<file path="src/rtl/sha256_w_sched.sv">
// SHA-256 message schedule generator: expands one 512-bit block into W_0..W_63.
// Latency: first word valid the cycle after load_i; one word per accepted transfer; done_o the cycle after W_63 is taken.
// Backpressure: valid/ready handshake; with ready_i low the window, W_o and step_o hold, and valid_o never retracts.
//
// Ports:
//   clk_i, rst_n_i    clock and synchronous active-low reset
//   load_i, block_i   start pulse and 512-bit message block (word 0 in [511:480]); sampled only when idle
//   ready_i           consumer accepts the current W_o/step_o
//   valid_o, W_o      schedule word W_t is presented; W_o reads 0 while idle
//   step_o            round index t, usable directly as the round-constant ROM address
//   busy_o, done_o    block in progress; one-cycle pulse after W_63 is accepted
module sha256_w_sched (
    input  logic         clk_i,
    input  logic         rst_n_i,
    input  logic         load_i,
    input  logic [511:0] block_i,
    input  logic         ready_i,
    output logic         valid_o,
    output logic [31:0]  W_o,
    output logic [5:0]   step_o,
    output logic         busy_o,
    output logic         done_o
);

    typedef enum logic {
        ST_IDLE = 1'b0,
        ST_RUN  = 1'b1
    } state_t;

    state_t      r_state;
    state_t      w_state_nxt;
    logic [31:0] r_win [16];   // r_win[i] always holds W_(step+i)
    logic [5:0]  r_step;
    logic        r_done;

    logic        w_load;
    logic        w_xfer;
    logic        w_done_nxt;
    logic [31:0] w_new;

    function automatic logic [31:0] f_sig0(input logic [31:0] x);
        return {x[6:0], x[31:7]} ^ {x[17:0], x[31:18]} ^ (x >> 3);
    endfunction

    function automatic logic [31:0] f_sig1(input logic [31:0] x);
        return {x[16:0], x[31:17]} ^ {x[18:0], x[31:19]} ^ (x >> 10);
    endfunction

    // Next word entering the window is W_(t+16) = s1(W_(t+14)) + W_(t+9) + s0(W_(t+1)) + W_t.
    assign w_new = f_sig1(r_win[14]) + r_win[9] + f_sig0(r_win[1]) + r_win[0];

    always_comb begin
        w_state_nxt = r_state;
        w_done_nxt  = 1'b0;
        w_load      = 1'b0;
        w_xfer      = 1'b0;
        case (r_state)
            ST_IDLE: begin
                if (load_i) begin
                    w_load      = 1'b1;
                    w_state_nxt = ST_RUN;
                end
            end
            ST_RUN: begin
                if (ready_i) begin
                    w_xfer = 1'b1;
                    if (r_step == 6'd63) begin
                        w_state_nxt = ST_IDLE;
                        w_done_nxt  = 1'b1;
                    end
                end
            end
            default: w_state_nxt = ST_IDLE;
        endcase
    end

    always_ff @(posedge clk_i) begin
        if (!rst_n_i) begin
            r_state <= ST_IDLE;
            r_step  <= 6'd0;
            r_done  <= 1'b0;
            for (int i = 0; i < 16; i++) begin
                r_win[i] <= 32'd0;
            end
        end else begin
            r_state <= w_state_nxt;
            r_done  <= w_done_nxt;
            if (w_load) begin
                for (int i = 0; i < 16; i++) begin
                    r_win[i] <= block_i[511 - 32*i -: 32];
                end
                r_step <= 6'd0;
            end else if (w_xfer) begin
                for (int i = 0; i < 15; i++) begin
                    r_win[i] <= r_win[i+1];
                end
                r_win[15] <= w_new;
                // The transfer at step 63 is also the exit to idle, so the
                // natural 6-bit wrap leaves step at 0 for the idle state.
                r_step <= r_step + 6'd1;
            end
        end
    end

    assign valid_o = (r_state == ST_RUN);
    assign busy_o  = (r_state == ST_RUN);
    assign W_o     = (r_state == ST_RUN) ? r_win[0] : 32'd0;
    assign step_o  = r_step;
    assign done_o  = r_done;

endmodule

</file>
<file path="config.mk">
export PLATFORM = sky130hd
export DESIGN_NAME = sha256_w_sched
export DESIGN_NICKNAME = d
export VERILOG_FILES = /design/src/rtl/sha256_w_sched.sv
export SDC_FILE = /design/constraint.sdc
export NUM_CORES = 1
export LEC_CHECK = 0
export CAP_MARGIN = 20
export CORE_MARGIN = 2
export CORE_UTILIZATION = 39
export CTS_CLUSTER_DIAMETER = 80
export CTS_CLUSTER_SIZE = 25
export DETAILED_ROUTE_END_ITERATION = 10
export DONT_BUFFER_PORTS = 1
export PLACE_DENSITY = 0.61
export SLEW_MARGIN = 20
export SYNTH_ARGS = -nofsm -noshare
export SYNTH_HDL_FRONTEND = slang
export SYNTH_SLANG_ARGS = --single-unit
</file>
<file path="constraint.sdc">
create_clock -name clk_i -period 8.7 [get_ports clk_i]
set_input_delay 1.74 -clock clk_i [delete_from_list [all_inputs] [get_ports clk_i]]
set_output_delay 1.74 -clock clk_i [all_outputs]
set_load 0.01 [all_outputs]
</file>
* Word-level counts from Yosys, hierarchy flattened
Memories as Yosys holds them, arrays and structs flattened.
Index checks and enable logic that the tools add are counted.
** Operators by class
- $add $sub $neg :: 4
- $mul :: 0
- Divide/modulo/power cells :: 0
- Magnitude comparators :: 0
- Equality and inequality tests :: 1
- Shift operators :: 0
- Mux-type cells :: 49
- Bitwise operators :: 38
- Reductions and logical operators :: 2
** Operators by type and width (count)
- two-way mux 32 bit :: 33
- adder 32 bit :: 3
- bitwise XOR 32 bit :: 2
- bitwise OR 1 bit :: 32
- bitwise XOR 32 x 22 -> 32 bit :: 1
- bitwise XOR 32 x 29 -> 32 bit :: 1
- two-way mux 1 bit :: 15
- adder 6 x 1 -> 6 bit (second input constant) :: 1
- == test 6 bit (second input constant) :: 1
- AND reduction 3 bit :: 1
- NOT 1 bit :: 2
- one-hot mux 1 bit (2 select lines) :: 1
- OR reduction 2 bit :: 1
** Storage, ports and cells
- Register bits after elaboration :: 8
- Latch bits :: 0
- RAM bits :: 512
- Bits in read-only memories :: 0
- Bits of input ports :: 516
- Output and inout bits :: 41
- Logic and storage cells :: 98
- Memories kept :: 1
** Memory list
- r_win :: depth 16, bits a word 32, read ports 16, clocked after memory_dff 0, write ports 16, line 32 : logic [31:0] r_win [16];

* Logic depth before layout (Yosys ltp)
- Depth in word-level cells :: 7
- Depth in mapped cells :: 17
- Gate-level depth less buffers :: 17

* Least setup slack after synthesis
Ideal clock, no wire load.
- Path type :: input to register
- From :: in ready_i
- To :: mem r_win[3][4] (netlist: r_win[0][100]), enable pin
- Setup time :: 574 ps
- Arrival time :: 6830 ps
- Required time :: 8126 ps
- Path slack :: 1296 ps
- Stages on the path :: 5
- Buffers on the path :: 2
- Cell sequence :: and2_1 -> clkbuf_1 -> clkbuf_1 -> nor2_1 -> inv_1
** RTL lines
- start, declared :: line 17 : input logic ready_i,
- end, declared :: line 32

==> results.toml <==
[finish]
final_cells = 2995
fillers = 6258
area_delta_synth_final_pct = 7.61
nets = 2704
drive_gt1_share_pct = 3.92

[setup_path]
path_class = "flop to flop"
rrSetupSlack_ns = 4.00
crit_fanout = 4
crit_end = "r_win[0][509]"
worstPathRequired_ns = 9.01
cp_slowest_stage_delay_ns = 0.52
endpoint_kind = "flop"
path_cells = "xnor2_1, xnor2_1, fa_1, inv_1, fa_1, inv_1, ha_1, inv_1, fa_1, nor2b_1, o2111ai_1, a211o_1, a21oi_1, a21oi_1, o21ai_1, xnor2_1, o21ai_0"
cp.arrival_ns = 5.01
rr_worst_depth = 17
r2r-end = "r_win[0][509]"
slowest_stage = "edfxtp_1"
crit-reg2reg-launch = "r_win[0][40]"
cp-start-kind = "flop"
cp-startpoint = "r_win[0][40]"

[route]
vias = 17000
post-route-drc-count = 0
viasPerCell = 5.67
antenna_left = 0
drt_first_iter_violations = 1995
drt-total-wl_mm = 92.4
post_drt_wl_per_cell_um = 30.8
first_pass_iters = 5

[cts]
post_cts_buffers = 0
htree_levels = 2
clk_path_buf_depth = 3
cts_tree = "done"
holdBufCountCts = 0
cts_buffers = 36
clock-sinks = 520
clockRootBuffer = "clkbuf_16"
cts_resized = 0
clk_latency_ns = 0.57
clkTransAtPathRegs_ns = 0.09

[placed_design]
port_buffers = 0
gp_congestion = 0.919
dp_cells = 2929
dp_hpwl_mm = 70.6

[synthesis]
syn_inst = 2188
synthArstFlopShare_pct = 0
ys_types = 54
synth_edf_count = 512
synthTopCellsByArea = "edfxtp_1 (58%), a22o_1 (9.7%), nand2_1 (5.8%), fa_1 (4.7%), a21boi_0 (4.7%)"
yosysWarnings = 0
synth_fp_nets = 2798
yosysTopAreaCell = "edfxtp_1"
seq_area_frac_synth_pct = 58.6
yosysTopAreaCellShare_pct = 58.0
syn_area_um2 = 26500
synth_top_flop_cell = "edfxtp_1"
ys_ff_latch = 520
syn_avg_cell_area_um2 = 12.1

[grt]
antenna_found_initial = 9
grt.overflow.total = 0
grt_pass1_wl_mm = 127
grt_max_degree = 234
grtUsageTotal_pct = 25.7
grt_pass1_vias = 16900

[timing]
min_period_ns = 4.70
skew_ns = 0.0303
fin_crit_sh_pct = 54.0
maxSlewViolCount = 0
maxSlewHeadroom_pct = 14.2
setup_tns_ns = 0
fmax_mhz = 213
setup_violations = 0
rsz0062_at_grt = "false"
finalHoldViolations = 0
worst_pin_slew_ns = 1.29

[floorplan]
ioPinCount = 557
coreArea_um2 = 67300
die_x_um = 265
die_y_um = 265
die_area_um2 = 70100
start_util_pct = 39.4
rows = 95

[power]
p_per_area_nw_per_um2 = 281
vdd_ir_drop_max_mv = 0.172
p_leak_nw = 10.9

[hold_path]
hp-class = "flop to flop"
min_from = "r_win[0][211]"

[job]
drv_cap = 0

[outcome]
run_status = "complete, no violations"
==> report_power, final <==
group	switching [mW]	internal [mW]	total, mW	leakage (nW)
clock network	1.02	0.888	1.90	0.611
logic	1.82	1.05	2.87	4.70
registers	0.180	3.05	3.23	5.64
total	3.01	4.99	8.01	10.9
==> state kept, by name, summed over array words and instances, names as in the netlist <==
register  cells
busy_o        1
done_o        1
r_win       512
step_o        6
==> per-stage QoR <==
step	instance area [um2]	total power [mW]	hold slack [ns]	worst slack (ns)	utilization, %
6_report	28500	8.01	0.527	4.00	42.4
3_5_place_dp	27200	6.09	0.518	4.01	40.5
3_3_place_gp	27200	6.10	0.516	4.10	40.5
4_1_cts	28500	8.00	0.532	4.02	42.4
2_1_floorplan	26500	5.20	0.512	1.30	-
5_1_grt	28500	8.41	0.546	3.78	42.4
==> cells in the final DEF (no fill, tap or decap), drive strengths merged, types with 2 or more instances in the layout <==
master,Yosys,routed
a22o,293,293
a21oi,37,37
o41ai,2,2
clkinv,0,14
nor2b,4,4
and4,5,5
buf,8,15
ha,32,32
clkbuf,139,42
inv,149,153
o21ai,76,76
nand4,4,4
edfxtp,512,512
nand2b,5,5
nand3,5,5
a31oi,5,5
fa,62,62
and2,51,51
o21bai,2,2
xnor2,120,120
diode,0,4
a21boi,167,167
nand2,409,409
dfxtp,8,8
and3,2,2
xor2,30,30
nor2,16,16
a21o,19,19
or3,3,3
==> critical path: cells and delay by family (launching register included) <==
family	cells	cell delay, ns
compound gates	6	1.27
flops	1	0.52
fa+ha+maj	4	1.52
xor+xnor	3	0.74
buf+inv	3	0.23
simple gates	1	0.19
==> area by class of cell <==
cell class / instances / area, um2 / area share, %
Sequential cell: 520 / 15500 / 54.5
Clock buffer: 42 / 955 / 3.35
Antenna cell: 4 / 10.0 / 0.0351
Tap cell: 873 / 1090 / 3.83
Timing Repair Buffer: 15 / 138 / 0.482
Multi-Input combinational cell: 1372 / 9880 / 34.6
Clock inverter: 20 / 339 / 1.19
Inverter: 149 / 579 / 2.03
==> kinds of logic (layout without fill, tap and decap cells) <==
logic type               count (synthesis)  count (layout)  share of synthesized area [%]
XOR/XNOR                               150             150                           4.96
buffers and inverters                  296             226                           4.21
other                                    0               4                              0
adder cells (fa/ha/maj)                 94              94                           6.19
AND/OR/NAND/NOR                        512             512                           8.14
AO/OA/AOI/OAI                          616             616                           17.9
flip-flops                             520             520                           58.6
==> per-layer routing <==
metal	GRT usage (%)	routed length [um]	vias to the layer above
met5	0	52	-
met3	6.55	8340	127
met1	32.9	36500	8401
met2	41.6	43400	800
met4	10.6	4110	8
li1	-	-	7658
==> synth_stat cells, types with 5 or more instances <==
cell	number
edfxtp_1	512
nand2_1	409
a22o_1	293
a21boi_0	165
inv_1	149
clkbuf_1	139
xnor2_1	120
o21ai_0	68
fa_1	62
and2_1	51
a21oi_1	37
ha_1	32
xor2_1	30
a21o_1	19
nor2_1	16
dfxtp_1	8
o21ai_1	8
a31oi_1	5
and4_1	5
buf_1	5
nand2b_1	5
nand3_1	5
==> worst min-delay path by stage <==
stage                     to  cells after the start
4_1_cts        r_win[0][179]                      1
3_5_place_dp    r_win[0][68]                      1
5_1_grt        r_win[0][179]                      1
6_report       r_win[0][179]                      1
2_1_floorplan  r_win[0][100]                      1
3_3_place_gp   r_win[0][117]                      1
No activity file was read; power rests on OpenSTA's default activity.
